===== src/rtl/mem_bank.sv =====
// ---------------------------------------------------------------------------
// mem_bank
//   Memory-mapped register bank on the processor data bus. NUM_REGS
//   word registers sit at consecutive word addresses starting at BASE_ADDR.
//   Each access uses active-low strobes and completes with a four-phase
//   handshake through Mem_ack. Accesses that are out of range or misaligned
//   are flagged on Mem_err.
//
//   Optional feature macro: MEM_BANK_BYTE_EN. When it is defined, the
//   Mem_be port exists and writes update only the enabled byte lanes.
//
// Ports
//   clk           in   rising-edge clock
//   rst_n         in   asynchronous active-low reset
//   Mem_rd        in   read strobe, active-low
//   Mem_wr        in   write strobe, active-low
//   Dir_Mem       in   byte address [ADDR_W]
//   Dato_Mem_in   in   write data [DATA_W]
//   Mem_be        in   byte-lane write enables [DATA_W/8] (MEM_BANK_BYTE_EN only)
//   Dato_Mem_out  out  registered read data [DATA_W]
//   Mem_ack       out  access complete, high while in HOLD
//   Mem_err       out  last access was invalid, qualified by Mem_ack
// ---------------------------------------------------------------------------
module mem_bank #(
  parameter int                DATA_W     = 32,
  parameter int                ADDR_W     = 32,
  parameter int                NUM_REGS   = 8,
  parameter logic [ADDR_W-1:0] BASE_ADDR  = 32'h10000000,
  parameter logic [DATA_W-1:0] DEFAULT_RD = 32'h0000000F
) (
  input  logic                clk,
  input  logic                rst_n,
  input  logic                Mem_rd,
  input  logic                Mem_wr,
  input  logic [ADDR_W-1:0]   Dir_Mem,
  input  logic [DATA_W-1:0]   Dato_Mem_in,
`ifdef MEM_BANK_BYTE_EN
  input  logic [DATA_W/8-1:0] Mem_be,
`endif
  output logic [DATA_W-1:0]   Dato_Mem_out,
  output logic                Mem_ack,
  output logic                Mem_err
);

  localparam int LANES = DATA_W / 8;
  localparam int IDX_W = (NUM_REGS > 1) ? $clog2(NUM_REGS) : 1;

  typedef enum logic {
    IDLE = 1'b0,
    HOLD = 1'b1
  } state_t;

  state_t            r_state;
  logic [DATA_W-1:0] r_regs [NUM_REGS];
  logic [DATA_W-1:0] r_rd_data;
  logic              r_ack;
  logic              r_err;

  logic [ADDR_W-1:0] w_off;
  logic              w_valid;
  logic [IDX_W-1:0]  w_idx;
  logic              w_req;
  logic              w_is_rd;
  logic [DATA_W-1:0] w_mask;

  // Wrap-around subtraction. Addresses below the base are caught by the
  // explicit comparison, so a wrapped offset is never used.
  assign w_off   = Dir_Mem - BASE_ADDR;
  assign w_valid = (Dir_Mem >= BASE_ADDR) &&
                   (w_off[1:0] == 2'b00) &&
                   ((w_off >> 2) < ADDR_W'(NUM_REGS));
  assign w_idx   = w_off[IDX_W+1:2];

  // A read takes priority when both strobes are low.
  assign w_req   = !Mem_rd || !Mem_wr;
  assign w_is_rd = !Mem_rd;

  // Per-lane write mask. Without byte enables every lane is written.
  for (genvar gi = 0; gi < LANES; gi++) begin : g_lane
`ifdef MEM_BANK_BYTE_EN
    assign w_mask[gi*8 +: 8] = {8{Mem_be[gi]}};
`else
    assign w_mask[gi*8 +: 8] = 8'hFF;
`endif
  end

  always_ff @(posedge clk or negedge rst_n) begin
    if (!rst_n) begin
      r_state   <= IDLE;
      r_rd_data <= '0;
      r_ack     <= 1'b0;
      r_err     <= 1'b0;
      for (int i = 0; i < NUM_REGS; i++) begin
        r_regs[i] <= '0;
      end
    end else begin
      case (r_state)
        IDLE: begin
          if (w_req) begin
            r_ack   <= 1'b1;
            r_err   <= !w_valid;
            r_state <= HOLD;
            if (w_is_rd) begin
              r_rd_data <= w_valid ? r_regs[w_idx] : DEFAULT_RD;
            end else if (w_valid) begin
              r_regs[w_idx] <= (r_regs[w_idx] & ~w_mask) | (Dato_Mem_in & w_mask);
            end
          end
        end
        HOLD: begin
          // Outputs stay frozen until both strobes are released, so a
          // strobe held low cannot start a second access.
          if (Mem_rd && Mem_wr) begin
            r_ack   <= 1'b0;
            r_state <= IDLE;
          end
        end
        default: begin
          r_ack   <= 1'b0;
          r_state <= IDLE;
        end
      endcase
    end
  end

  assign Dato_Mem_out = r_rd_data;
  assign Mem_ack      = r_ack;
  assign Mem_err      = r_err;

endmodule


===== config.mk =====
export PLATFORM = sky130hd
export DESIGN_NAME = mem_bank
export DESIGN_NICKNAME = d
export VERILOG_FILES = /design/src/rtl/mem_bank.sv
export SDC_FILE = /design/constraint.sdc
export NUM_CORES = 1
export LEC_CHECK = 0
export BUFFER_PORTS_ARGS = -buffer_cell sky130_fd_sc_hd__buf_2
export CAP_MARGIN = 10
export CELL_PAD_IN_SITES_DETAIL_PLACEMENT = 1
export CELL_PAD_IN_SITES_GLOBAL_PLACEMENT = 2
export CORE_ASPECT_RATIO = 0.8
export CORE_UTILIZATION = 47
export CTS_BUF_LIST = sky130_fd_sc_hd__clkbuf_16
export DETAILED_ROUTE_END_ITERATION = 8
export PLACE_DENSITY = 0.85
export RECOVER_POWER = 50
export SYNTH_ARGS = -nofsm -noshare
export SYNTH_HDL_FRONTEND = slang
export SYNTH_SLANG_ARGS = --single-unit

===== constraint.sdc =====
create_clock -name clk -period 4.73 [get_ports clk]
set_clock_uncertainty 0.1 [all_clocks]
set_input_delay 0.473 -clock clk [delete_from_list [all_inputs] [get_ports clk]]
set_output_delay 0.473 -clock clk [all_outputs]
set_load 0.02 [all_outputs]

Word level (Yosys, flattened, before mapping). Cells that the tools add are included.

$add $sub $neg: 1. $lt $le $gt $ge: 4. Equality and inequality tests: 2. Multiplexer cells: 13. Bitwise logic cells: 3. Reductions and logical operators: 13.

Operator list (number): $bwmux 256 (1); $mux 32 (4); $bmux 32 s3 (1); $demux 32 s3 (1); $ge 32x29->1 const B (1); $sub 32x29->32 const B (1); $lt 30x4->1 const B (1); $ge 4x4->1 const B (1); $logic_and 1x1->1 (4); $lt 4x1->1 const B (1); $mux 1 (4); $not 3->4 (1); $pmux 1 s2 (2); $reduce_and 2->1 (2); $reduce_and 4->1 (1); $logic_not 1->1 (3); $reduce_and 3->1 (1); $logic_not 2->1 (1); $ne 2x1->1 const B (1); $ne 2x2->1 const B (1); $not 1->1 (2); $logic_or 1x1->1 (1).

Register bits: 291. Bits of input ports: 68. Logic and storage cells: 48.

Depth between registers and ports, before layout. Gate-level depths: netlist (run 1).

Depth after elaboration: 7. Gate-level depth with buffers: 8. Mapped depth without buffers: 5.

Worst setup path after synthesis (run 1). OpenSTA, ideal clock, no wires.

Path kind: input to register. Start: input Dir_Mem[15]. End: register r_regs[225] (netlist bit). Arrival: 2.068 ns. Required time: 4.505 ns. Slack: 2.437 ns. Cell stages on the path: 6. Cells stage by stage: nor4_2 nand4_4 nor2_1 nor4b_4 buf_6 mux2_4.

Cells in the longest elaborated chain, start to end: 4. Elaborated cells on any way between the ends: 6. Those cells by class: 1 x add/sub; 2 x order compare; 3 x reduce/logical.

RTL lines: start: declaration (line 35) `input logic [ADDR_W-1:0] Dir_Mem,`; $sub 32x29->32 / $ge 32x29->1 (equally long branches) (line 68, 69); $lt 30x4->1 / $logic_and 1x1->1 (equally long branches) (line 71, 69); $logic_and 1x1->1 (*) (line 70) `(w_off[1:0] == 2'b00) &&`; $reduce_and 4->1 (no line) (*); end signal: indexed assignment (line 106) `r_regs[w_idx] <= (r_regs[w_idx] & ~w_mask) | (Dato_Mem_in & w_mask);`; end: declaration (line 54) `logic [DATA_W-1:0] r_regs [NUM_REGS];`.

Every way passes the cells marked *; elsewhere a longest branch is shown, timed or not. A chain may end at the register's enable or synchronous reset.

==> results.ini, run 1 <==
[cells_and_area]
seq_area_um2=7280
final_area_um2=15000
drive_gt1_share_pct=41.5
final_nets=1094
multi_input_area_um2=5710
area_growth_pct=12.1
fillers=2759

[timing]
tightestPinTransition_ns=2.35
period_share_pct=68.8
worst_slack_ns=1.48
drv_slew=92
holdWs_ns=0.164
fmax_mhz=307
fin_tns_setup_ns=0
setup_violations=0
slew_headroom_pct=-56.9
rsz0062_at_grt=no
hold_viol=0
fin_crit_ns=3.25

[logic_synthesis]
synth_common_cells=291 x dfrtp_1, 232 x mux2_2, 50 x nand2_1, 36 x o21ai_0, 35 x mux2i_1
syn-instance-count=926
synth_area_um2=13400
ys_ff_latch=291
ys.warnings.count=0
synth_nets=996
synthArstFlopShare_pct=100
synth_top_flop_cell=dfrtp_1
ys_types=44
synth_area_per_cell_um2=14.4
synth_top_area_share_pct=54.5
yosysMostFrequentCell=dfrtp_1
yosysSeqAreaShare_pct=54.5
synthTopCellsByArea=dfrtp_1 54%, mux2_2 20%, mux4_2 4.2%
synth_edf_count=0
synth_largest_area_cell=dfrtp_1

[setup_path]
slowest_delay_ns=1.65
cp.required_ns=5.17
regToRegSetupSlack_ns=1.88
crit_buf_inv=3
worstPathCellList=dlygate4sd3_1, clkbuf_2, clkbuf_2
cp_slowest_cell=clkbuf_2
r2r_start=r_state$_DFF_PN0_
cp_top_family=buffers and inverters
worstPathArrival_ns=3.69
path_class=input port to async pin
cp-end-kind=async pin
worstPathMaxFanout=92
cp-start-kind=input port
path_common_cell=clkbuf_2
reg2reg_depth=5
r2r-end=r_regs[182]$_DFFE_PN0P_

[cts]
cts_tree=yes
numCtsBuffers=29
clk_latency_ns=0.54
cts_resized=0
clockBufferDepth=3
cts.clk_slew.worst_paths_ns=0.06
cts_root_buffer=clkbuf_16
clock_sinks=291
cts_max_level=1

[drt]
drtIter0Drc=368
final_antenna_net_count=0
num_vias=8135
routed_wl_um=32700
drc=0
drt-vias-per-instance=5.79
dr.pass1.iters=4
wl_per_cell_um=23.3

[status]
status=finished with violations
violations=max-capacitance violations, max-slew violations

[power_and_ir_drop]
total_power_w=0.00497
ir_drop_mv=0.237
p_per_area_nw_per_um2=332
leakagePower_nw=7.29

[floorplan]
fp.dieH_um=153
fp-row-count=54
die_area_um2=29100
fp.coreArea_um2=27600
dieWidth_um=191
io_pins=102
start_util_pct=48.4

[min_path]
hold_start=Dato_Mem_in[13]
holdCritPathClass=input port to register
hold_path_depth=2
hold_path_end=r_regs[109]$_DFFE_PN0P_

[global_route]
gr-total-overflow=0
grt_pass1_wl_um=53100
grt.total_usage_pct=23.5
grt_pass1_vias=8944
grt_max_degree=93
antenna_found_initial=1

[job]
drv_cap=1

[placed_design]
detailedPlace.worstSlack_ns=1.60
place_congestion=0.780
port_buffers=101
dp_hpwl_um=20200
placed_cell_area_um2=14200

[per-stage QoR]
step           std cells  util [%]
2_1_floorplan        926         -
3_3_place_gp        1356      51.3
3_5_place_dp        1356      51.3
4_1_cts             1404      54.4
5_1_grt             1404      54.2
6_report            1405      54.2
[flip-flops by register name, indices dropped and copies added, names as in the netlist]
register      count
Dato_Mem_out     32
Mem_ack           1
Mem_err           1
r_state           1
r_regs          256
[metal layers]
metal	track usage [%]	up-vias	wire (um)
met3	3.01	41	1090
met2	37.9	143	15700
met1	34.3	4336	15300
met4	4.38	0	592
li1	-	3615	-
met5	0	-	0
[how the worst max path moves through the flow]
stage / end / startpoint / depth (start not counted)
after floorplan: r_regs[225]$_DFFE_PN0P_ / Dir_Mem[15] / 6
after global placement: r_regs[46]$_DFFE_PN0P_ / Dir_Mem[4] / 6
after detailed placement: r_regs[107]$_DFFE_PN0P_ / Dir_Mem[4] / 6
after CTS: r_regs[182]$_DFFE_PN0P_ / r_state$_DFF_PN0_ / 5
after global routing: r_regs[212]$_DFFE_PN0P_ / rst_n / 3
final: r_regs[147]$_DFFE_PN0P_ / rst_n / 3
[kinds of logic (layout without fill, tap and decap cells)]
group                      count (synthesis)  after routing  synth area share, %
buffers and inverters                     62            176                 2.83
and+or+nand+nor                          134            134                 6.54
DFF                                      291            291                 54.5
muxes                                    333            333                 30.7
AOI/OAI and AO/OA                        103            103                 5.08
adders and majority gates                  2              2                0.187
other                                      0              1                    0
xor gates and xnor gates                   1              1                0.206
[layout by cell type (no fill, tap or decap), types with 4 or more instances in the layout]
cell / instances
o22a_1: 4
buf_4: 22
nor3_1: 4
nor4_4: 9
mux2i_1: 35
a211oi_1: 5
clkbuf_16: 29
mux2_1: 10
clkinv_1: 4
a31oi_1: 4
nand2_1: 49
a21oi_1: 8
and2_1: 7
buf_2: 62
nor2b_1: 6
dfrtp_1: 291
o221ai_1: 20
nor2_1: 22
nand3_1: 8
o22ai_1: 13
nand2b_1: 5
o21ai_0: 36
mux2_2: 232
clkbuf_1: 35
mux2_4: 31
mux4_2: 25
inv_1: 14
o31ai_1: 8
nor4_1: 6
[power breakdown]
part           internal (W)  switching (W)  leakage [nW]
registers           0.00250      0.0000101          4.03
logic             0.0000882       0.000239          2.81
clock network       0.00120       0.000931         0.452
total               0.00379        0.00118          7.29
[area by class of cell]
class / instances / share of cell area (%)
inverters: 5 / 0.125
clock buffers: 29 / 4.84
well taps: 364 / 3.04
multi-input cells: 573 / 38.1
repair buffers: 124 / 4.45
diodes: 1 / 0.0167
flip-flops and latches: 291 / 48.6
clock inverters: 18 / 0.827
[timing repair]
action	4_1_cts	5_1_grt
setup buffers	0	0
hold buffers	1	0
hold endpoints to repair	88	0
No activity file was read; power rests on OpenSTA's default activity.
==> run 2, diff against run 1 <==
--- a/config.mk
+++ b/config.mk
@@ -5,15 +5,16 @@
 export SDC_FILE = /design/constraint.sdc
 export NUM_CORES = 1
 export LEC_CHECK = 0
+export ABC_AREA = 1
 export BUFFER_PORTS_ARGS = -buffer_cell sky130_fd_sc_hd__buf_2
 export CAP_MARGIN = 10
 export CELL_PAD_IN_SITES_DETAIL_PLACEMENT = 1
 export CELL_PAD_IN_SITES_GLOBAL_PLACEMENT = 2
 export CORE_ASPECT_RATIO = 0.8
-export CORE_UTILIZATION = 47
+export CORE_UTILIZATION = 36
 export CTS_BUF_LIST = sky130_fd_sc_hd__clkbuf_16
 export DETAILED_ROUTE_END_ITERATION = 8
-export PLACE_DENSITY = 0.85
+export PLACE_DENSITY = 0.8
 export RECOVER_POWER = 50
 export SYNTH_ARGS = -nofsm -noshare
 export SYNTH_HDL_FRONTEND = slang
==> constraint.sdc (replaced) <==
create_clock -name clk -period 3.1 [get_ports clk]
set_clock_uncertainty 0.1 [all_clocks]
set_input_delay 0.31 -clock clk [delete_from_list [all_inputs] [get_ports clk]]
set_output_delay 0.31 -clock clk [all_outputs]
set_load 0.02 [all_outputs]
==> run 2 against run 1 <==
The run still ends with max-capacitance violations, max-slew violations left. Routed wire length increased by 68%. Power up 74%. Sequential share of layout area shrank 4.0 points. Register-to-register slack worse by 1.0 ns. Worst setup slack worse by 0.71 ns. Synthesized cell count rose by 99%. Clock-buffer cell count grew 6. Largest cell class unchanged. Critical path depth unchanged. Flip-flop and latch count unchanged. Clock power grew 82%. Non-clock buffer count rose by 41. Critical endpoint is now Dato_Mem_out[31]$_DFFE_PN0P_. Highest routed layer unchanged.
==> results.ini, run 2 <==
[status]
status=finished with violations
violations=max-capacitance violations, max-slew violations

[power_and_ir_drop]
p_seq_share_pct=44.1
power_frac_comb_pct=11.2
p_sw_share_pct=28.0
total_power_w=0.00866
p_per_area_nw_per_um2=531
p_int_w=0.00623
ir_drop_mv=0.308
leakagePower_nw=8.76
p_switching_w=0.00243
pwr-share-clk_pct=44.7

[setup_path]
r2r_start=r_state$_DFF_PN0_
cp-start-kind=input port
cp.required_ns=3.35
cp-end-kind=async pin
endpoint=Dato_Mem_out[31]$_DFFE_PN0P_
startpoint=rst_n
reg2reg_depth=6
path_class=input port to async pin
regToRegSetupSlack_ns=0.86
r2r-end=r_regs[238]$_DFFE_PN0P_
worstPathMaxFanout=71
worstPathArrival_ns=2.59

[drt]
topRoutingLayerUsed=met4
met2_length_um=24500
num_vias=13430
final_antenna_net_count=0
wl_per_cell_um=22.7
drc=0
met1_length_um=26400
routed_wl_um=55000
drtIter0Drc=1153
dr.pass1.iters=6
dr_wl_met3_um=3290
drt-vias-per-instance=5.53

[floorplan]
dieWidth_um=225
die_area_um2=40500
fp-row-count=64
io_pins=102
fp.coreArea_um2=38700
fp.dieH_um=180
start_util_pct=37.0

[global_route]
grt.total_usage_pct=27.4
gr-total-overflow=0
grt_pass1_vias=13803
antenna_found_initial=2
grt_pass1_wl_um=85200
grt_max_degree=92

[cells_and_area]
largest_register=r_regs
drive_gt1_share_pct=12.9
seq_area_um2=7280
final_nets=1945
final_cell_mix=675 x nand2_1, 291 x dfrtp_1, 266 x nand4_1
multi_input_area_um2=6170
area_growth_pct=14.1
layout_commonest_cell=nand2_1
largest_reg_flops=256
fillers=4709

[placed_design]
place_congestion=0.824
dp_hpwl_um=34300
port_buffers=101
detailedPlace.worstSlack_ns=0.508

[logic_synthesis]
synth_top_area_share_pct=50.9
yosysSeqAreaShare_pct=50.9
ys_ff_latch=291
syn-instance-count=1846
synth_largest_area_cell=dfrtp_1
synth_area_per_cell_um2=7.74
yosysMostFrequentCell=nand2_1
synth_nets=1916
synth_edf_count=0
synth_top_flop_cell=dfrtp_1
synth_common_cells=675 x nand2_1, 291 x dfrtp_1, 266 x nand4_1, 211 x nor2_1, 78 x clkbuf_1
synthTopCellsByArea=dfrtp_1 51%, nand2_1 18%, nand4_1 12%
ys.warnings.count=0
synth_area_um2=14300
ys_types=24
synthArstFlopShare_pct=100

[cts]
cts.clk_slew.worst_paths_ns=0.06
cts_resized=0
clockBufferDepth=3
clock_sinks=291
cts_root_buffer=clkbuf_16
cts_max_level=2
clk_latency_ns=0.53
post_cts_buffers=0
cts_tree=yes
numCtsBuffers=34

[timing]
fin_tns_setup_ns=0
fmax_mhz=428
slew_headroom_pct=-1.87
tightestPinTransition_ns=1.53
rsz0062_at_grt=no
worst_slack_ns=0.762
drv_slew=25
setup_violations=0
fin_crit_ns=2.34
period_share_pct=75.4
hold_viol=0

[job]
drv_cap=1

[min_path]
holdCritPathClass=input port to register

[run 2: changes by cell type after synthesis, sizes merged, moves of 25 or more]
| cell | delta |
|---|---|
| or2 | +67 |
| mux2i | -35 |
| mux2 | -273 |
| nor2 | +193 |
| nand4 | +260 |
| nand3 | +26 |
| mux4 | -25 |
| clkbuf | +97 |
| nand2 | +625 |
[run 2: power by group through the flow]
| stage | registers [W] | logic, W | clock network [W] |
|---|---|---|---|
| CTS | 0.00382 | 0.000975 | 0.00392 |
| finish | 0.00382 | 0.000970 | 0.00387 |
| floorplan | 0.00390 | 0.000498 | 0 |
| global placement | 0.00389 | 0.000955 | 0 |
| global route | 0.00382 | 0.00104 | 0.00409 |
| detailed placement | 0.00389 | 0.000970 | 0 |
[run 2: routing by layer]
layer,track usage (%),up-vias
met4,5.61,0
met5,0,-
met2,41.7,418
met1,41.0,6813
met3,4.34,56
li1,-,6143
[run 2: worst max-delay path: stages]
cell,delay (ns)
dlygate4sd3_1,0.57
buf_8,0.47
clkbuf_1,1.17
[run 2: worst min path at each step]
stage,slack (ns),endpoint,depth (start not counted),startpoint
after floorplan,-0.09,Dato_Mem_out[0]$_DFFE_PN0P_,0,rst_n
after global placement,0.25,r_regs[36]$_DFFE_PN0P_,1,rst_n
after detailed placement,0.25,Dato_Mem_out[7]$_DFFE_PN0P_,1,rst_n
after CTS,0.02,r_regs[195]$_DFFE_PN0P_,3,Dato_Mem_in[3]
after global routing,0.03,r_regs[54]$_DFFE_PN0P_,3,Dato_Mem_in[22]
final,0.04,r_regs[195]$_DFFE_PN0P_,3,Dato_Mem_in[3]
[run 2: logic make-up (layout without fill, tap and decap cells)]
group | after synthesis | count (layout) | share of synthesized area, %
other | 0 | 1 | 0
buffers and inverters | 199 | 251 | 6.00
AOI/OAI and AO/OA | 66 | 66 | 2.31
DFF | 291 | 291 | 50.9
and+or+nand+nor | 1288 | 1288 | 40.6
adders and majority gates | 2 | 2 | 0.175
[run 2: cell type report]
cell class                      count  share of cell area (%)
Multi-Input combinational cell   1356                    37.8
Sequential cell                   291                    44.6
Inverter                           27                   0.621
Antenna cell                        1                  0.0153
Tap cell                          528                    4.05
Clock buffer                       35                    5.37
Timing Repair Buffer              165                    6.54
Clock inverter                     24                   0.936
[run 2: timing repair]
action | in CTS | in global routing
endpoints found under the setup margin | 0 | 0
endpoints found under the hold margin | 65 | 0
hold buffers | 1 | 0
[run 2: through the flow]
stage               cell area (um^2)  instances  utilization, %  hold slack (ns)
detailed placement             15400       2366            39.7            0.249
global route                   16300       2426            42.2           0.0310
global placement               15400       2366            39.7            0.247
floorplan                      14300       1846               -          -0.0856
CTS                            16400       2426            42.4           0.0199
finish                         16300       2427            42.2           0.0367
==> run 3, diff against run 2 <==
--- a/config.mk
+++ b/config.mk
@@ -11,10 +11,10 @@
 export CELL_PAD_IN_SITES_DETAIL_PLACEMENT = 1
 export CELL_PAD_IN_SITES_GLOBAL_PLACEMENT = 2
 export CORE_ASPECT_RATIO = 0.8
-export CORE_UTILIZATION = 36
+export CORE_UTILIZATION = 32
 export CTS_BUF_LIST = sky130_fd_sc_hd__clkbuf_16
 export DETAILED_ROUTE_END_ITERATION = 8
-export PLACE_DENSITY = 0.8
+export PLACE_DENSITY = 0.75
 export RECOVER_POWER = 50
 export SYNTH_ARGS = -nofsm -noshare
 export SYNTH_HDL_FRONTEND = slang
==> constraint.sdc (replaced) <==
create_clock -name clk -period 1.9 [get_ports clk]
set_clock_uncertainty 0.1 [all_clocks]
set_input_delay 0.19 -clock clk [delete_from_list [all_inputs] [get_ports clk]]
set_output_delay 0.19 -clock clk [all_outputs]
set_load 0.02 [all_outputs]
==> run 3 against run 2 <==
The flow now finishes without violations. Flip-flop and latch count is the same. Power increased by 65%. Global-route usage shrank 2.9 points. First-iteration DRC count shrank 10%. Core utilization is 2.1 points lower. Routed wire length fell by 0.42%. Sequential power increased by 63%. Critical path depth rose by 6. Critical endpoint is now Dato_Mem_out[17]$_DFFE_PN0P_.
==> results.ini, run 3 (synthesis results as in run 2) <==
[drt]
final_antenna_net_count=0
wl_per_cell_um=21.1
num_vias=13522
dr.pass1.iters=5
drtIter0Drc=1032
routed_wl_um=54800
drc=0
drt-vias-per-instance=5.22

[cells_and_area]
final_cell_mix=675 x nand2_1, 291 x dfrtp_1, 266 x nand4_1
fin_util_pct=40.1
drive_gt1_share_pct=16.6
stdcell_count=2591
largest_register=r_regs
area_growth_pct=22.2
largest_reg_flops=256
n_antenna_cell=0
layout_commonest_cell=nand2_1
final_nets=2041

[global_route]
gr-total-overflow=0
grt_pass1_wl_um=85900
antenna_found_initial=0
grt_pass1_vias=14042
grt.total_usage_pct=24.6
grt_max_degree=80

[cts]
clock_sinks=291
clockBufferDepth=3
clk_latency_ns=0.52
cts.clk_slew.worst_paths_ns=0.06
cts_max_level=2
cts_root_buffer=clkbuf_16
numCtsBuffers=35
post_cts_buffers=0
cts_tree=yes

[setup_path]
path_common_cell=nand2_1
worstPathMaxFanout=17
reg2reg_depth=9
slowest_delay_ns=0.43
path_class=register to register
worstPathArrival_ns=2.17
cp.required_ns=2.26
regToRegSetupSlack_ns=0.09
cp-start-kind=register
worstPathCellList=nor2_2, buf_12, o21ai_0, nor2_1, nand2_1, nor2_1, buf_4, nand2_1, nand2_1
cp-end-kind=register
r2r_start=r_state$_DFF_PN0_
cp_slowest_cell=dfrtp_1
endpoint=Dato_Mem_out[17]$_DFFE_PN0P_
startpoint=r_state$_DFF_PN0_
r2r-end=Dato_Mem_out[17]$_DFFE_PN0P_

[floorplan]
fp.dieH_um=191
io_pins=102
dieWidth_um=238
fp-row-count=68
fp.coreArea_um2=43600
die_area_um2=45500
start_util_pct=32.8

[power_and_ir_drop]
leakagePower_nw=9.37
p_per_area_nw_per_um2=817
ir_drop_mv=0.467

[placed_design]
place_congestion=0.820
port_buffers=101
placed_cells=2496
dp_hpwl_um=35700

[timing]
period_share_pct=95.2
fmax_mhz=553
drv_slew=0
setup_violations=0
tightestPinTransition_ns=1.00
slew_headroom_pct=33.2
hold_viol=0
rsz0062_at_grt=yes
fin_crit_ns=1.81

[job]
drv_cap=0

[status]
status=finished clean

[min_path]
holdCritPathClass=input port to register

## run 3: repair_timing
| item | 4_1_cts | 5_1_grt |
|---|---|---|
| resized for setup | 0 | 1 |
| hold buffers | 33 | 0 |
| setup endpoints to repair | 0 | 3 |
| endpoints found under the hold margin | 547 | 0 |
## run 3: layout make-up
type / instances / area [um^2]
Fill cell: 5310 / 26100
Timing Repair Buffer: 260 / 2150
Sequential cell: 291 / 7280
Tap cell: 595 / 744
Clock buffer: 35 / 876
Inverter: 27 / 101
Clock inverter: 27 / 143
Multi-Input combinational cell: 1356 / 6170
## run 3: worst min path at each step
stage | startpoint | end | cells past startpoint
global placement | rst_n | r_regs[0]$_DFFE_PN0P_ | 1
finish | Dir_Mem[23] | Dato_Mem_out[24]$_DFFE_PN0P_ | 6
floorplan | rst_n | Dato_Mem_out[0]$_DFFE_PN0P_ | 0
global route | Dir_Mem[1] | Dato_Mem_out[24]$_DFFE_PN0P_ | 6
detailed placement | rst_n | r_regs[82]$_DFFE_PN0P_ | 1
CTS | Dir_Mem[23] | Dato_Mem_out[24]$_DFFE_PN0P_ | 6
## run 3: where the power goes
| part | switching [W] | internal, W |
|---|---|---|
| registers | 0.0000187 | 0.00622 |
| clock network | 0.00275 | 0.00347 |
| logic | 0.00126 | 0.000562 |
| total | 0.00403 | 0.0103 |
## run 3: routing by layer
layer | share of wire (%) | track usage, % | up-vias
met5 | 0 | 0 | -
met4 | 2.5 | 6.51 | 0
met3 | 4.7 | 3.61 | 77
met2 | 43 | 37.7 | 296
met1 | 50 | 36.0 | 6815
li1 | - | - | 6334
## run 3: critical path: cells and delay by family (launching register included)
family,cells,cell delay (ns)
and+or+nand+nor,6,0.74
DFF,1,0.43
buffers and inverters,2,0.34
AOI/OAI and AO/OA,1,0.11
## run 3: stage by stage
step | power (W) | TNS [ns] | hold slack (ns) | worst slack, ns | area [um^2]
floorplan | 0.00717 | 0 | -0.206 | 0.205 | 14300
global placement | 0.00811 | 0 | 0.0338 | 0.00142 | 16200
detailed placement | 0.00812 | -4.85 | 0.0378 | -0.0754 | 16200
CTS | 0.0144 | 0 | 0.00191 | 0.0918 | 17500
global route | 0.0148 | -0.0203 | 0.0366 | -0.0120 | 17500
finish | 0.0143 | 0 | 0.0164 | 0.0914 | 17500
